<file path="config.mk">
export PLATFORM = sky130hd
export DESIGN_NAME = pixchk_prbs
export DESIGN_NICKNAME = d
export VERILOG_FILES = /design/src/rtl/pixchk_prbs.sv
export SDC_FILE = /design/constraint.sdc
export NUM_CORES = 1
export LEC_CHECK = 0
export CAP_MARGIN = 25
export CORE_MARGIN = 3
export CORE_UTILIZATION = 60
export CTS_BUF_LIST = sky130_fd_sc_hd__clkbuf_2
export CTS_CLUSTER_SIZE = 25
export DETAILED_ROUTE_END_ITERATION = 10
export PLACE_DENSITY = 0.78
export SYNTH_ARGS = -nofsm -noshare
export SYNTH_HDL_FRONTEND = slang
export SYNTH_SLANG_ARGS = --single-unit
</file>
<file path="constraint.sdc">
create_clock -name clk -period 3 [get_ports clk]
set_clock_uncertainty 0.15 [all_clocks]
set_input_delay 0.6 -clock clk [delete_from_list [all_inputs] [get_ports clk]]
set_output_delay 0.6 -clock clk [all_outputs]
set_load 0.05 [all_outputs]
</file>
<file path="src/rtl/pixchk_prbs.sv">
`default_nettype none
// ============================================================================
//  Module      : pixchk_prbs
//  Description : 33-bit PRBS generator advancing every clock; its MSB gates
//                the checker's tready when the PRBS ready option is built in.
//  Ports       : clk      - clock, rising edge
//                rst      - asynchronous active-high reset, loads RND_SEED
//                prbs_msb - current bit 32 of the sequence register
//  Revision    : 1.0  initial release
// ============================================================================
module pixchk_prbs #(
  parameter logic [32:0] RND_SEED = 33'h04A4C3F8A
) (
  input  logic clk,
  input  logic rst,
  output logic prbs_msb
);

  logic [32:0] r_prbs;

  always_ff @(posedge clk or posedge rst) begin
    if (rst) begin
      r_prbs <= RND_SEED;
    end else begin
      r_prbs <= {r_prbs[31:0], r_prbs[32] ^~ r_prbs[19]};
    end
  end

  assign prbs_msb = r_prbs[32];

endmodule
`default_nettype wire

</file>
==> implementation parameters, run 1 <==
Parameter                              Value

Status
  Outcome    completed

Yosys
  Flip-flop cell with the highest count after synthesis    dfrtp_1
  Post-synth EDFFs    0
  Yosys reg bits    33
  Largest cells by area after synthesis    dfrtp_1 53%, dfstp_2 46%, xnor2_1 1.0%
  Cell types with the highest counts after synthesis    18 x dfrtp_1, 15 x dfstp_2, 1 x inv_1, 1 x xnor2_1
  Synthesized area per cell    24.49 µm²
  Unique masters post-synth    4
  Yosys warns    0
  Net count after synthesis    37
  Sequential element share of the synthesized area    0.9854
  Synthesized instance count    35
  Netlist area before placement    857.1 µm²
  Top-count cell post-synth    dfrtp_1
  Library cell occupying the most area in the post-synthesis netlist    dfrtp_1
  Share of synthesized registers carrying an async set or reset    1.000
  Fraction of post-synthesis cell area in the top cell type by area    0.5255

Clock network
  Clock H-tree levels    2
  Clock buffer count from CTS    5
  Number of hold buffers added after CTS    0
  Clock transition at the registers of the reported paths    0.16 ns
  Root buf cell    clkbuf_2
  Max Root-Sink Buffers    2
  Clock tree from TritonCTS    done
  Post-CTS setup buffer count    0
  Number of gates resized after cts    0
  Sinks on the clock net    33
  Clock Latency Late Sink    0.33 ns

Global routing
  Vias in the first global route    349
  Wire length of the first global-routing pass    1725 µm
  Global Route Usage Sum    0.1415
  Maximum number of pins on one net before global-route repair    34
  GRT overflow    0
  Initial antenna violation count    0

Min path
  Worst hold path class    reg -> reg
  Worst hold path startpoint    r_prbs[18]

STA
  Final setup viols    0
  Post-route worst hold slack    0.2106 ns
  Fin crit period    2.283 ns
  Tcrit/Tclk final    0.7610
  Worst setup margin    0.7171 ns
  Total negative slack for setup checks    0 ns
  Pins Over Slew Limit    0
  Worst-margin pin slew    0.4888 ns
  Final Hold Fails    0
  Relative slew slack    0.6731
  Unrepaired setup endpoints after global routing    false
  Maximum clock frequency    0.4380 GHz

Floorplan
  Die area    1918 µm²
  Vert. Die Dim    43.80 µm
  Die W    43.80 µm
  Placeable core region    1216 µm²
  Placement Rows    12
  Count of pins on the block boundary    3
  Starting utilization of the core area    0.7047

Cells and area
  Share of final-layout standard cells stronger than drive strength 1    0.5217
  Largest reg by FF count    r_prbs
  Layout overhead on the synthesized area    10.22%
  Antenna diode count    0
  Final Net Count    47
  Max FFs per register    33
  Regs by FF count    r_prbs x33
  Number of standard cells in the final layout excluding fillers    60

Setup path
  WP data required    2.25 ns
  Data arrival at the endpoint of the critical path    1.53 ns
  Buffering stage count on the worst path with inverters included    1
  Startpoint type of the worst setup path    register
  Crit Reg-Reg Startpoint    r_prbs[19]
  Worst setup path startpoint    r_prbs[32]
  Worst-path fanout max    2
  Peak per-stage delay on the critical path    0.80 ns
  Kind of capture point of the worst setup path    primary output
  Cell family with the largest share of critical-path delay    buffers and inverters
  Crit path max-delay cell type    clkdlybuf4s50_1
  Critical path cell sequence    clkdlybuf4s50_1
  Startpoint-to-endpoint class of the critical path    reg -> out

Pwr
  Power density relative to cell area    683.3 nW/µm²
  Lkg Pwr    0.4319 nW
  IR drop worst, VDD    450.2 µV

Drt
  Drt via density    4.817
  DRC    0
  Wirelength, routed    1014 µm
  Post-detailed-route wirelength per cell    16.90 µm
  Detailed-router iteration count before antenna repair    2
  Total number of vias    289
  Initial DRC Count    2
  Routed Antenna Nets    0

Place
  Final Wtd Congestion    0.7864
  Cell Count Post-Placement    52
  Pre-CTS WS    1.099 ns
  Port Buf Inserts    2
  Detailed placer's ending HPWL    596.9 µm

Run
  Max-cap viol count    0
==> cell families (layout without fill, tap and decap cells) <==
family | after synthesis | after routing | synth area share
XOR/XNOR | 1 | 1 | 0.01022
buffers and inverters | 1 | 12 | 0.004375
flip-flops | 33 | 33 | 0.9854
==> path summary, 6_finish.rpt <==
check                              to  slack, ns  cells past startpoint
hold / removal             r_prbs[19]       0.21                      0
min in group asynchronous   r_prbs[0]       0.48                      3
setup reg to reg            r_prbs[0]       2.08                      1
setup / recovery             prbs_msb       0.72                      1
hold reg to reg            r_prbs[19]       0.21                      0
max in group asynchronous  r_prbs[13]       1.90                      3
==> layer usage <==
metal  up-vias  global-route usage  share of wire
met3         0             0.08714          0.046
met2         5              0.2035           0.48
met4         0             0.03614              0
met1       161              0.1826           0.47
li1        123                   -              -
met5         -                   0              0
==> where the power goes <==
group | internal [W] | leakage (nW) | switching [W]
sequential | 0.000446 | 0.382 | 0
combinational | 0.00000210 | 0.0210 | 0.00000773
clock | 0.0000546 | 0.0287 | 0.000135
==> per-stage QoR <==
stage | power (W) | util | cell area [µm²]
floorplan | 0.0004599 | - | 857.1
detailed placement | 0.0004639 | 0.7418 | 902.1
CTS | 0.0006573 | 0.7767 | 944.7
global placement | 0.0004629 | 0.7418 | 902.1
global route | 0.0006794 | 0.7767 | 944.7
finish | 0.0006454 | 0.7767 | 944.7
==> cells in the final DEF, fill, tap and decap left out <==
| cell | count |
|---|---|
| clkinvlp_4 | 1 |
| dfrtp_1 | 18 |
| clkinv_2 | 2 |
| dfstp_2 | 15 |
| clkbuf_2 | 5 |
| inv_1 | 1 |
| xnor2_1 | 1 |
| clkdlybuf4s50_1 | 2 |
| buf_4 | 1 |
==> final cells by class <==
| cell class | instances | area (µm²) |
|---|---|---|
| clock inverter | 3 | 17.52 |
| clock buffer | 5 | 25.02 |
| inverter | 1 | 3.754 |
| timing repair buffer | 3 | 27.53 |
| sequential | 33 | 844.6 |
| tap | 14 | 17.52 |
| multi-input combinational | 1 | 8.758 |
| fill | 52 | 271.5 |
No activity file was read; power rests on OpenSTA's default activity.
==> run 2: changes to the inputs <==
--- a/config.mk
+++ b/config.mk
@@ -7,11 +7,11 @@
 export LEC_CHECK = 0
 export CAP_MARGIN = 25
 export CORE_MARGIN = 3
-export CORE_UTILIZATION = 60
+export CORE_UTILIZATION = 53
 export CTS_BUF_LIST = sky130_fd_sc_hd__clkbuf_2
 export CTS_CLUSTER_SIZE = 25
 export DETAILED_ROUTE_END_ITERATION = 10
-export PLACE_DENSITY = 0.78
+export PLACE_DENSITY = 0.73
 export SYNTH_ARGS = -nofsm -noshare
 export SYNTH_HDL_FRONTEND = slang
 export SYNTH_SLANG_ARGS = --single-unit
==> constraint.sdc (replaced) <==
create_clock -name clk -period 1.9 [get_ports clk]
set_clock_uncertainty 0.15 [all_clocks]
set_input_delay 0.38 -clock clk [delete_from_list [all_inputs] [get_ports clk]]
set_output_delay 0.38 -clock clk [all_outputs]
set_load 0.05 [all_outputs]
==> run 2 against run 1 <==
Compared with the run above: global-route usage decreased by 0.21 points; power is 58% higher; final area shrank 0.53%; clock power is 59% higher; combinational power is 59% higher; sequential cell count unchanged; first-iteration DRC count up 50%; core utilization is 11 points lower; die area grew 11%; largest power group unchanged; highest routed layer unchanged.
==> implementation parameters, run 2 (synthesis gave the netlist of run 1 again) <==
Parameter                              Value

Cells and area
  Final Net Count    47
  Most frequent cells in the layout    18 x dfrtp_1, 15 x dfstp_2, 7 x clkbuf_2
  Antenna diode count    0
  Number of standard cells in the final layout excluding fillers    61
  Final standard cell utilization of the core    0.6717
  Most common library cell in the layout ignoring fill and taps    dfrtp_1
  Largest reg by FF count    r_prbs
  Layout overhead on the synthesized area    9.635%
  Share of final-layout standard cells stronger than drive strength 1    0.5217
  Regs by FF count    r_prbs x33
  Max FFs per register    33

Clock network
  Clock transition at the registers of the reported paths    0.15 ns
  Clock tree from TritonCTS    done
  Clock H-tree levels    2
  Post-CTS setup buffer count    0
  Root buf cell    clkbuf_2
  Number of gates resized after cts    0
  Max Root-Sink Buffers    2
  Clock buffer count from CTS    5
  Number of hold buffers added after CTS    0
  Clock Latency Late Sink    0.33 ns
  Sinks on the clock net    33

Setup path
  Cell family with the largest share of critical-path delay    flip-flops
  Buffering stage count on the worst path with inverters included    1
  Worst-path fanout max    2
  Kind of capture point of the worst setup path    primary output
  Critical path cell sequence    buf_4
  Peak per-stage delay on the critical path    0.43 ns
  Data arrival at the endpoint of the critical path    0.95 ns
  WP data required    1.37 ns
  Startpoint-to-endpoint class of the critical path    reg -> out
  Crit path max-delay cell type    dfrtp_1
  Register-to-register setup slack    1.01 ns
  Startpoint type of the worst setup path    register

Drt
  Detailed-router iteration count before antenna repair    4
  Routed Antenna Nets    0
  Initial DRC Count    3
  Uppermost signal routing layer after detailed routing    met3
  Wirelength, routed    984 µm
  Total number of vias    299
  Post-detailed-route wirelength per cell    16.13 µm
  Routed length on met2    435 µm
  Met1 wire length    485 µm
  Drt via density    4.902
  Detail Route met3 WL    62 µm
  DRC    0

Global routing
  Global Route Usage Sum    0.1394
  Maximum number of pins on one net before global-route repair    34
  GRT overflow    0
  Wire length of the first global-routing pass    1780 µm
  Vias in the first global route    343
  Initial antenna violation count    0

STA
  Post-route worst hold slack    0.2012 ns
  Final setup viols    0
  Total negative slack for setup checks    0 ns
  Pins Over Slew Limit    0
  Tcrit/Tclk final    0.7778
  Fin crit period    1.478 ns
  Maximum clock frequency    0.6767 GHz
  Unrepaired setup endpoints after global routing    false
  Final Hold Fails    0
  Relative slew slack    0.7505
  Worst-margin pin slew    0.3742 ns

Pwr
  Sequential Power Share    0.690
  Combinational group share of total power    0.015
  Internal    0.0008068 W
  Clk network pwr share    0.295
  IR drop worst, VDD    466.4 µV
  Net switching share of the total power    0.2098
  Post-layout power    0.001021 W
  Power density relative to cell area    1087 nW/µm²
  Lkg Pwr    0.4335 nW
  Net switching power of the design    0.0002142 W

Run
  Max-cap viol count    0

Place
  Port Buf Inserts    2
  Detailed placer's ending HPWL    518.7 µm
  Final Wtd Congestion    0.7858
  Cell Count Post-Placement    53

Floorplan
  Placeable core region    1399 µm²
  Die area    2136 µm²
  Starting utilization of the core area    0.6127
  Die W    46.22 µm
  Placement Rows    13
  Vert. Die Dim    46.22 µm
  Count of pins on the block boundary    3

Status
  Outcome    completed

Min path
  Worst hold path class    reg -> reg
==> run 2: changes by cell type in the layout (fill, tap and decap cells not counted) <==
cell             delta
buf_4               +1
clkbuf_2            +2
clkdlybuf4s50_1     -1
clkinv_1            +1
clkinv_2            -2
clkinvlp_4          -1
==> run 2: path summary, 6_finish.rpt <==
kind                       startpoint          to  cells after the start
hold / removal              r_prbs[7]   r_prbs[8]                      0
setup / recovery           r_prbs[32]    prbs_msb                      1
min in group asynchronous         rst  r_prbs[23]                      3
max in group asynchronous         rst  r_prbs[13]                      3
hold reg to reg             r_prbs[7]   r_prbs[8]                      0
setup reg to reg           r_prbs[19]   r_prbs[0]                      1
==> run 2: layer usage <==
metal | up-vias | track usage
li1 | 124 | -
met2 | 12 | 0.1676
met1 | 163 | 0.1826
met5 | - | 0
met4 | 0 | 0.06818
met3 | 0 | 0.1055
==> run 2: final cells by class <==
type | instances | area (µm²)
clock buffers | 7 | 35.03
clock inverters | 1 | 3.754
fillers | 94 | 459.2
inverters | 1 | 3.754
multi-input cells | 1 | 8.758
flip-flops and latches | 33 | 844.6
well taps | 15 | 18.77
repair buffers | 3 | 25.02
==> run 2: per-stage QoR <==
stage	instance area [µm²]	worst slack, ns
3_3_place_gp	900.9	0.6794
4_1_cts	939.7	0.3895
5_1_grt	939.7	0.3442
6_report	939.7	0.4222
2_1_floorplan	857.1	0.6756
3_5_place_dp	900.9	0.6367
==> run 2: power groups by stage <==
| stage | sequential (W) | combinational (W) | clock, W |
|---|---|---|---|
| after floorplan | 0.000716 | 0.0000101 | 0 |
| after global placement | 0.000716 | 0.0000151 | 0 |
| after detailed placement | 0.000716 | 0.0000163 | 0 |
| after CTS | 0.000704 | 0.0000164 | 0.000311 |
| after global routing | 0.000705 | 0.0000186 | 0.000353 |
| final | 0.000704 | 0.0000156 | 0.000301 |
